===== src/rtl/instr_predecode_pkg.sv =====
// Shared encodings, payload type and opcode classifier for the opcode predecoder.
package predecode_defs;

    localparam int unsigned OPCODE_W   = 8;
    localparam int unsigned HOLD_W     = 4;
    localparam int unsigned I_FLAG_BIT = 2;

    localparam logic [OPCODE_W-1:0] BRK_OPCODE = 8'h00;

    typedef enum logic [1:0] {
        NORM   = 2'd0,
        RMW    = 2'd1,
        BRANCH = 2'd2
    } instr_class_e;

    typedef enum logic [1:0] {
        NONE = 2'd0,
        IRQ  = 2'd1,
        NMI  = 2'd2,
        RST  = 2'd3
    } int_type_e;

    typedef enum logic [1:0] {
        S_RESET = 2'd0,
        S_HOLD  = 2'd1,
        S_RUN   = 2'd2,
        S_INT   = 2'd3
    } state_e;

    // Everything the predecoder presents to the control FSM, registered as one unit.
    typedef struct packed {
        logic [OPCODE_W-1:0] opcode;
        instr_class_e        cls;
        logic                force_brk;
        int_type_e           int_type;
    } predecode_out_t;

    // Column/row classification of a 6502 opcode; BRK (00) falls out as NORM.
    function automatic instr_class_e classify(input logic [OPCODE_W-1:0] op);
        instr_class_e cls;
        cls = NORM;
        if (op[4:0] == 5'b10000) begin
            cls = BRANCH;
        end else if ((op[1:0] == 2'b10) &&
                     (op[7:5] inside {3'b000, 3'b001, 3'b010, 3'b011, 3'b110, 3'b111}) &&
                     (op[4:2] inside {3'b001, 3'b011, 3'b101, 3'b111})) begin
            cls = RMW;
        end
        return cls;
    endfunction

endpackage


===== src/rtl/instr_predecode_if.sv =====
// Bus between the predecoder (slave) and the CPU core / control FSM side (master).
interface instr_predecode_if;

    logic       RDY;
    logic       SYNC;
    logic [7:0] dataIn;
    logic [7:0] statusReg;
    logic       nNMI;
    logic       nIRQ;
    logic       intAck;
    logic [7:0] opcode;
    logic [1:0] instrClass;
    logic       forceBRK;
    logic [1:0] intType;
    logic       resetFSM;

    modport master (
        output RDY, SYNC, dataIn, statusReg, nNMI, nIRQ, intAck,
        input  opcode, instrClass, forceBRK, intType, resetFSM
    );

    modport slave (
        input  RDY, SYNC, dataIn, statusReg, nNMI, nIRQ, intAck,
        output opcode, instrClass, forceBRK, intType, resetFSM
    );

endinterface


===== src/rtl/instr_predecode_pin_sync.sv =====
// Multi-flop synchroniser for an asynchronous active-low pin; idles high.
module pin_sync #(
    parameter int unsigned STAGES = 2
) (
    input  logic clk,
    input  logic rst_n,
    input  logic pin,
    output logic q
);

    logic [STAGES-1:0] sr;

    // Shift the pin through the chain; reset parks it at the inactive level.
    always_ff @(posedge clk) begin
        if (!rst_n) begin
            sr <= '1;
        end else begin
            sr <= {sr[STAGES-2:0], pin};
        end
    end

    assign q = sr[STAGES-1];

endmodule


===== src/rtl/instr_predecode.sv =====
// Opcode latch, class decode, interrupt substitution and stretched FSM reset.
module instr_predecode
    import predecode_defs::*;
#(
    parameter int unsigned RESET_HOLD  = 2,
    parameter int unsigned SYNC_STAGES = 2
) (
    input  logic               phi1,
    input  logic               resetN,
    instr_predecode_if.slave   bus
);

    state_e         state;
    logic [HOLD_W-1:0] hold_cnt;
    logic           nmi_pending;
    logic           nmi_d;
    logic           reset_fsm;
    predecode_out_t out_q;

    logic nmi_s;
    logic irq_s;
    logic fetch_c;
    logic nmi_fall_c;
    logic nmi_ack_c;
    logic irq_take_c;
    instr_class_e fetch_cls_c;

    pin_sync #(.STAGES(SYNC_STAGES)) u_nmi_sync (
        .clk   (phi1),
        .rst_n (resetN),
        .pin   (bus.nNMI),
        .q     (nmi_s)
    );

    pin_sync #(.STAGES(SYNC_STAGES)) u_irq_sync (
        .clk   (phi1),
        .rst_n (resetN),
        .pin   (bus.nIRQ),
        .q     (irq_s)
    );

    // Qualifiers for the current edge: fetch, NMI edge, NMI retirement, IRQ acceptance.
    always_comb begin
        fetch_c     = bus.SYNC & bus.RDY;
        nmi_fall_c  = nmi_d & ~nmi_s;
        nmi_ack_c   = (state == S_INT) && bus.intAck && (out_q.int_type == NMI);
        irq_take_c  = ~irq_s & ~bus.statusReg[I_FLAG_BIT];
        fetch_cls_c = classify(bus.dataIn);
    end

    // Control FSM with all outputs registered alongside the state.
    always_ff @(posedge phi1) begin
        if (!resetN) begin
            state       <= S_RESET;
            hold_cnt    <= '0;
            nmi_pending <= 1'b0;
            nmi_d       <= 1'b1;
            reset_fsm   <= 1'b1;
            out_q       <= '{opcode: BRK_OPCODE, cls: NORM, force_brk: 1'b1, int_type: RST};
        end else begin
            nmi_d <= nmi_s;

            // A fresh edge outranks the acknowledge that would retire the old one.
            if (nmi_fall_c) begin
                nmi_pending <= 1'b1;
            end else if (nmi_ack_c) begin
                nmi_pending <= 1'b0;
            end

            case (state)
                S_RESET: begin
                    state    <= S_HOLD;
                    hold_cnt <= HOLD_W'(RESET_HOLD - 1);
                end
                S_HOLD: begin
                    if (hold_cnt == '0) begin
                        state     <= S_INT;
                        reset_fsm <= 1'b0;
                    end else begin
                        hold_cnt <= hold_cnt - HOLD_W'(1);
                    end
                end
                S_RUN: begin
                    if (fetch_c) begin
                        if (nmi_pending) begin
                            out_q <= '{opcode: BRK_OPCODE, cls: NORM, force_brk: 1'b1, int_type: NMI};
                            state <= S_INT;
                        end else if (irq_take_c) begin
                            out_q <= '{opcode: BRK_OPCODE, cls: NORM, force_brk: 1'b1, int_type: IRQ};
                            state <= S_INT;
                        end else begin
                            out_q <= '{opcode: bus.dataIn, cls: fetch_cls_c, force_brk: 1'b0, int_type: NONE};
                        end
                    end
                end
                S_INT: begin
                    if (bus.intAck) begin
                        out_q.force_brk <= 1'b0;
                        out_q.int_type  <= NONE;
                        state           <= S_RUN;
                    end
                end
                default: state <= S_RESET;
            endcase
        end
    end

    assign bus.opcode     = out_q.opcode;
    assign bus.instrClass = out_q.cls;
    assign bus.forceBRK   = out_q.force_brk;
    assign bus.intType    = out_q.int_type;
    assign bus.resetFSM   = reset_fsm;

endmodule


===== src/flat_wrapper.sv =====
// flat-port wrapper written by rule: the top's interface ports become plain ports
module instr_predecode_flat import predecode_defs::*;
#(
    parameter int unsigned RESET_HOLD  = 2,
    parameter int unsigned SYNC_STAGES = 2
)
  (phi1, resetN, bus_RDY, bus_SYNC, bus_dataIn, bus_statusReg, bus_nNMI, bus_nIRQ, bus_intAck, bus_opcode, bus_instrClass, bus_forceBRK, bus_intType, bus_resetFSM);
  instr_predecode_if bus_i ();
  input  logic phi1;
  input  logic resetN;
  input wire logic [$bits(bus_i.RDY)-1:0] bus_RDY;
  input wire logic [$bits(bus_i.SYNC)-1:0] bus_SYNC;
  input wire logic [$bits(bus_i.dataIn)-1:0] bus_dataIn;
  input wire logic [$bits(bus_i.statusReg)-1:0] bus_statusReg;
  input wire logic [$bits(bus_i.nNMI)-1:0] bus_nNMI;
  input wire logic [$bits(bus_i.nIRQ)-1:0] bus_nIRQ;
  input wire logic [$bits(bus_i.intAck)-1:0] bus_intAck;
  output wire logic [$bits(bus_i.opcode)-1:0] bus_opcode;
  output wire logic [$bits(bus_i.instrClass)-1:0] bus_instrClass;
  output wire logic [$bits(bus_i.forceBRK)-1:0] bus_forceBRK;
  output wire logic [$bits(bus_i.intType)-1:0] bus_intType;
  output wire logic [$bits(bus_i.resetFSM)-1:0] bus_resetFSM;
  assign bus_i.RDY = bus_RDY;
  assign bus_i.SYNC = bus_SYNC;
  assign bus_i.dataIn = bus_dataIn;
  assign bus_i.statusReg = bus_statusReg;
  assign bus_i.nNMI = bus_nNMI;
  assign bus_i.nIRQ = bus_nIRQ;
  assign bus_i.intAck = bus_intAck;
  assign bus_opcode = bus_i.opcode;
  assign bus_instrClass = bus_i.instrClass;
  assign bus_forceBRK = bus_i.forceBRK;
  assign bus_intType = bus_i.intType;
  assign bus_resetFSM = bus_i.resetFSM;
  instr_predecode #(.RESET_HOLD(RESET_HOLD), .SYNC_STAGES(SYNC_STAGES)) u_core (.phi1(phi1), .resetN(resetN), .bus(bus_i));
endmodule

===== config.mk =====
export PLATFORM = sky130hd
export DESIGN_NAME = instr_predecode_flat
export DESIGN_NICKNAME = d
export VERILOG_FILES = /design/src/rtl/instr_predecode_pkg.sv /design/src/rtl/instr_predecode_if.sv /design/src/rtl/instr_predecode_pin_sync.sv /design/src/rtl/instr_predecode.sv /design/src/flat_wrapper.sv
export SDC_FILE = /design/constraint.sdc
export NUM_CORES = 1
export LEC_CHECK = 0
export ABC_AREA = 0
export BUFFER_PORTS_ARGS = -buffer_cell sky130_fd_sc_hd__buf_2
export CORE_AREA = 8 8 66 68
export DETAILED_ROUTE_END_ITERATION = 7
export DIE_AREA = 0 0 74 76
export PLACE_DENSITY = 0.59
export SYNTH_ARGS = -nofsm -noshare
export SYNTH_HDL_FRONTEND = slang
export SYNTH_SLANG_ARGS = --single-unit

===== constraint.sdc =====
create_clock -name phi1 -period 3.25 [get_ports phi1]
set_input_delay 0.1625 -clock phi1 [delete_from_list [all_inputs] [get_ports phi1]]
set_output_delay 0.1625 -clock phi1 [all_outputs]
set_load 0.02 [all_outputs]

Word-level counts from Yosys, hierarchy flattened
Index checks and enable logic that the tools add are counted.
- register bits after elaboration: 26
- input bits: 23
- logic and storage cells: 72
- $add $sub $neg: 1
- equal/unequal tests: 20
- multiplexer cells: 17
- bitwise operators: 6
- reduce and logical (&&, ||, !) cells: 17
- operators with widths (operator ; number):
    $mux W13 ; 2
    $eq A3 B3 Y1 const B ; 4
    $mux W2 ; 6
    $eq A3 B2 Y1 const B ; 3
    $eq A2 B2 Y1 const B ; 4
    $pmux W2 S4 ; 1
    $pmux W4 S2 ; 1
    $eq A3 B1 Y1 const B ; 2
    $mux W3 ; 2
    $pmux W3 S2 ; 1
    $reduce_and A2 Y1 ; 3
    $reduce_bool A2 Y1 ; 3
    $reduce_bool A6 Y1 ; 1
    $eq A5 B5 Y1 const B ; 1
    $logic_and A1 B1 Y1 ; 4
    $logic_not A4 Y1 ; 1
    $mux W4 ; 1
    $ne A2 B1 Y1 const B ; 2
    $ne A2 B2 Y1 const B ; 2
    $reduce_and A4 Y1 ; 1
    $reduce_bool A4 Y1 ; 1
    $sub A4 B1 Y4 const B ; 1
    $and A1 B1 Y1 ; 3
    $logic_not A3 Y1 ; 1
    other kinds (6) ; 10

Longest topological paths before layout
- depth after elaboration: 10
- gate-level depth with buffers: 5

Modules after synthesis
Synthesis repeated with hierarchy kept, for this count alone.
- cells, all modules: 123
- area total of the unflattened synthesis: 1062.3 um^2
- modules (own cells, without submodules) (module ; instances ; cells an instance ; area each (um^2) ; sequential area each (um^2)):
    instr_predecode ; 1 ; 115 ; 957.2 ; 440.4
    pin_sync ; 2 ; 4 ; 52.6 ; 40.0

Least setup slack after synthesis
No wires, ideal clock.
- path type: flip-flop to flip-flop
- start: reg u_core.hold_cnt[0]
- end: reg u_core.hold_cnt[3]
- arrival: 1.309 ns
- setup slack: 1.871 ns
- stages on the path, launching flop included: 6
- period minus slack after synthesis: 1.379 ns
- path through: dfxtp_1 > inv_1 > ha_1 > nor2b_1 > or4_1 > a21oi_1
- longest elaborated chain between the ends: 3
- ends and longest elaborated chain (what ; RTL line ; RTL):
    start, declared ; instr_predecode.sv:14 ; logic [HOLD_W-1:0] hold_cnt;
    start signal, assigned ; instr_predecode.sv:73 ; hold_cnt <= HOLD_W'(RESET_HOLD - 1);
    start signal, assigned ; instr_predecode.sv:80 ; hold_cnt <= hold_cnt - HOLD_W'(1);
    $sub A4 B1 Y4 / $logic_not A4 Y1 (equally long branches) ; instr_predecode.sv:80, instr_predecode.sv:76 ;
    $mux W4 / $ne A2 B2 Y1 (equally long branches) ; -- ;
    $pmux W4 S2 / $reduce_and A2 Y1 (equally long branches) ; -- ;
Parallel ways exist; a longest one is shown, timed or not. The select of a mux whose other input is x is not followed.
A chain may end at the register's enable or synchronous reset.

Worst setup path after layout
- start: reg u_core.state[1]
- end: reg u_core.out_q, in the netlist u_core.bus.intType[0]
- longest elaborated chain between the ends: 3
- ends and longest elaborated chain (what ; RTL line ; RTL):
    start, declared ; instr_predecode.sv:13 ; state_e state;
    start signal, assigned ; instr_predecode.sv:54 ; state <= S_RESET;
    start signal, assigned ; instr_predecode.sv:72 ; state <= S_HOLD;
    start signal, assigned ; instr_predecode.sv:77 ; state <= S_INT;
    $eq A2 B2 Y1 ; instr_predecode.sv:70 ; case (state)
    $ne A2 B1 Y1 (no source line) (tied with other cells) ; -- ;
    $reduce_and A3 Y1 (no source line) ; -- ;
    end signal, assigned ; instr_predecode.sv:86 ; out_q <= '{opcode: BRK_OPCODE, cls: NORM, force_brk: 1'b1, int_type: NMI};
    end signal, assigned ; instr_predecode.sv:89 ; out_q <= '{opcode: BRK_OPCODE, cls: NORM, force_brk: 1'b1, int_type: IRQ};
    end signal, assigned ; instr_predecode.sv:92 ; out_q <= '{opcode: bus.dataIn, cls: fetch_cls_c, force_brk: 1'b0, int_type: NONE};
    end, declared ; instr_predecode.sv:18 ; predecode_out_t out_q;
Parallel ways exist; a longest one is shown, timed or not.

==> run metrics <==
HP Class=input pin to flip-flop; Worst-path clk slew=140 ps; WS Path Type=flip-flop to flip-flop; largest cells by area after synthesis=dfxtp_1 50%, nand3_1 6.7%, a21oi_1 6.3%; clk buf depth=2; first-pass GRT wire length=3950 microns; initial antenna violation count=0; Worst R2R End=u_core.bus.intType[0]; port bufs=29; worst-skew pair later-pin latency=310 ps; Final Setup Violations=0; Initial Utilization=0.303; CP Depth=2; wire length on met2=1070 microns; Min-Delay Startpoint=bus_dataIn[0]; maximum clock rate=591 MHz; Critical Path Start Type=flip-flop; Rel. slew slack=0.587; Syn Area/Cell=8.67 sq um; Synth Net Count=144; Setup TNS Final=0 ps; Clock Skews=5.10 ps; Post-Syn Area=0.00104 sq mm; M1 WL=1050 microns; DRT antenna net count=0; area of the die=0.00562 sq mm; Layout area overhead=23.7%; Synth Register Bits=26; Worst-Margin Slew=616 ps; switching pwr=0.171 mW; Yosys warnings=0; Required @ worst endpoint=3470 ps; DRT iter0 DRCs=41; Via density=4.82; Filler Cell Count=368; asr flop ratio synth=0; Via Count=945; RD Place Congestion=0.742; Root Buffer=clkbuf_4; Post-synth EDFFs=0; number of global-route vias before repair=911; First-pass DRT Iterations=4; GRT Total Usage=0.0847; DRC viols=0; slowest stage delay, CP=560 ps; met3 wire length=233 microns; Clk network pwr share=0.320; die width=74 microns; Reg2Reg Setup Slack=1560 ps; Leak=0.532 nW; final non-filler cell total=196; Comb power frac=0.154; TritonCTS clock tree=yes; RSZ-0062 raised after global routing=no; Routed WL=2360 microns; CP top delay family=simple AND/OR/NAND/NOR gates; Final Hold Fails=0; Setup crit end kind=flip-flop; switching share of power=0.251; PwrDens=528 mW/mm^2; Worst Path Buf+Inv=0; clk sink count=26; largest net degree at the start of global routing=17; share of cells above drive strength 1=0.230; Critical-path top delay cell=nand4b_1; placed insts=190; Top Metal Used=met4; Yosys cell types=32; Setup crit end=u_core.bus.intType[0]; final period utilization=0.520; # nets final=173; Worst R2R Start=u_core.state[1]; H-tree levels=1; cell taking the most area after synthesis=dfxtp_1; Max Cap Viol=0; Finished Core Util=0.374; grt total ovfl=0; Peak VDD IR=0.183 mV; Setup WS post-layout=1560 ps; Pint=0.509 mW; Seq pwr share=0.527; core area=0.00344 sq mm; R2R depth=2; predominant post-synthesis flop cell=dfxtp_1; Synth Instances=120; row count=22; Die Y=76 microns; Detailed Place HPWL=1750 microns; status=finished, final reports clean; top cell type's share of synthesized area=0.500; antenna diode count=0; WP data arrival=1910 ps; Num CTS Buffers=3; Seq/Total Area, Yosys=0.500; Post-CTS Resized=0; Worst setup startpoint=u_core.state[1]; Setup WS pre-CTS=1570 ps; Final Slew Violations=0; CP max FO=15; # IOs=37; DR WL/cell=12.0 microns; crit path time final=1690 ps; critical-path cell list=nand4b_1, a311o_1
final cells by class:
cell class / instances / area [sq um] / share of cell area
repair buffers: 31 / 165 / 0.128
inverters: 7 / 26.3 / 0.0204
well taps: 48 / 60.1 / 0.0466
multi-input cells: 80 / 463 / 0.360
flip-flops and latches: 26 / 520 / 0.404
clock buffers: 3 / 22.5 / 0.0175
clock inverters: 1 / 30.0 / 0.0233
how the worst min path moves through the flow:
stage,endpoint,slack (ps),cells after the start
after floorplan,u_core.nmi_d,260,1
after global placement,u_core.u_nmi_sync.sr[0],340,2
after detailed placement,u_core.u_irq_sync.sr[0],350,2
after CTS,u_core.u_irq_sync.sr[0],7,2
after global routing,u_core.bus.instrClass[0],40,2
final,u_core.bus.instrClass[0],50,2
logic make-up (layout without fill, tap and decap cells):
logic type	after synthesis	count (layout)	synth area share
compound gates	27	27	0.162
fa+ha+maj	1	1	0.0120
buf+inv	14	42	0.0553
flops	26	26	0.500
simple gates	52	52	0.270
worst reg2reg max path, stage by stage, from the launching register on:
cell	delay [ps]
dfxtp_1	550
nand4b_1	560
a311o_1	500
synthesized netlist by cell type, types with 2 or more instances:
cell type	number
buf_2	4
nand2b_1	6
nand4b_1	2
clkbuf_1	3
nor2_1	3
a21oi_1	13
nor2b_1	2
inv_1	7
dfxtp_1	26
nand3_1	14
a31oi_1	2
o211ai_1	2
o21ai_1	3
nand2_1	15
repair_timing:
action / 4_1_cts / 5_1_grt
hold buffers: 0 / 2
setup buffers: 0 / 0
hold endpoints to repair: 0 / 2
sequential cells by signal, summed over array words and instances, names as in the netlist:
register	cells
u_core.bus.forceBRK	1
u_core.u_irq_sync.sr	2
u_core.u_nmi_sync.sr	2
u_core.hold_cnt	4
u_core.bus.resetFSM	1
u_core.nmi_d	1
u_core.nmi_pending	1
u_core.bus.intType	2
u_core.state	2
u_core.bus.instrClass	2
u_core.bus.opcode	8
per-stage QoR:
stage	hold slack [ps]	power [mW]	area, sq um
6_report	54.7	0.680	1290
5_1_grt	43.5	0.718	1290
4_1_cts	6.84	0.687	1270
3_5_place_dp	347	0.468	1210
3_3_place_gp	344	0.466	1210
2_1_floorplan	259	0.437	1040
layout by cell type, fill, tap and decap left out, types with 2 or more instances in the layout:
master	count
nor2b_1	2
nand2_1	15
buf_2	29
nand2b_1	6
dlygate4sd3_1	2
nor2_1	3
nand4b_1	2
o21ai_1	3
a31oi_1	2
dfxtp_1	26
nand3_1	14
a21oi_1	13
o211ai_1	2
clkbuf_4	3
inv_1	7
power by group through the flow:
stage               Combinational (mW)  Sequential (mW)  Clock (mW)
CTS                              0.104            0.358       0.225
global route                     0.117            0.361       0.239
global placement                 0.102            0.364           0
finish                           0.105            0.358       0.217
detailed placement               0.103            0.365           0
floorplan                       0.0731            0.364           0
routing by layer:
layer / GRT usage / vias to the layer above
li1: - / 477
met4: 0.0240 / 0
met3: 0.0329 / 2
met5: 0 / -
met1: 0.0902 / 440
met2: 0.147 / 26
No activity file was read; power rests on OpenSTA's default activity.
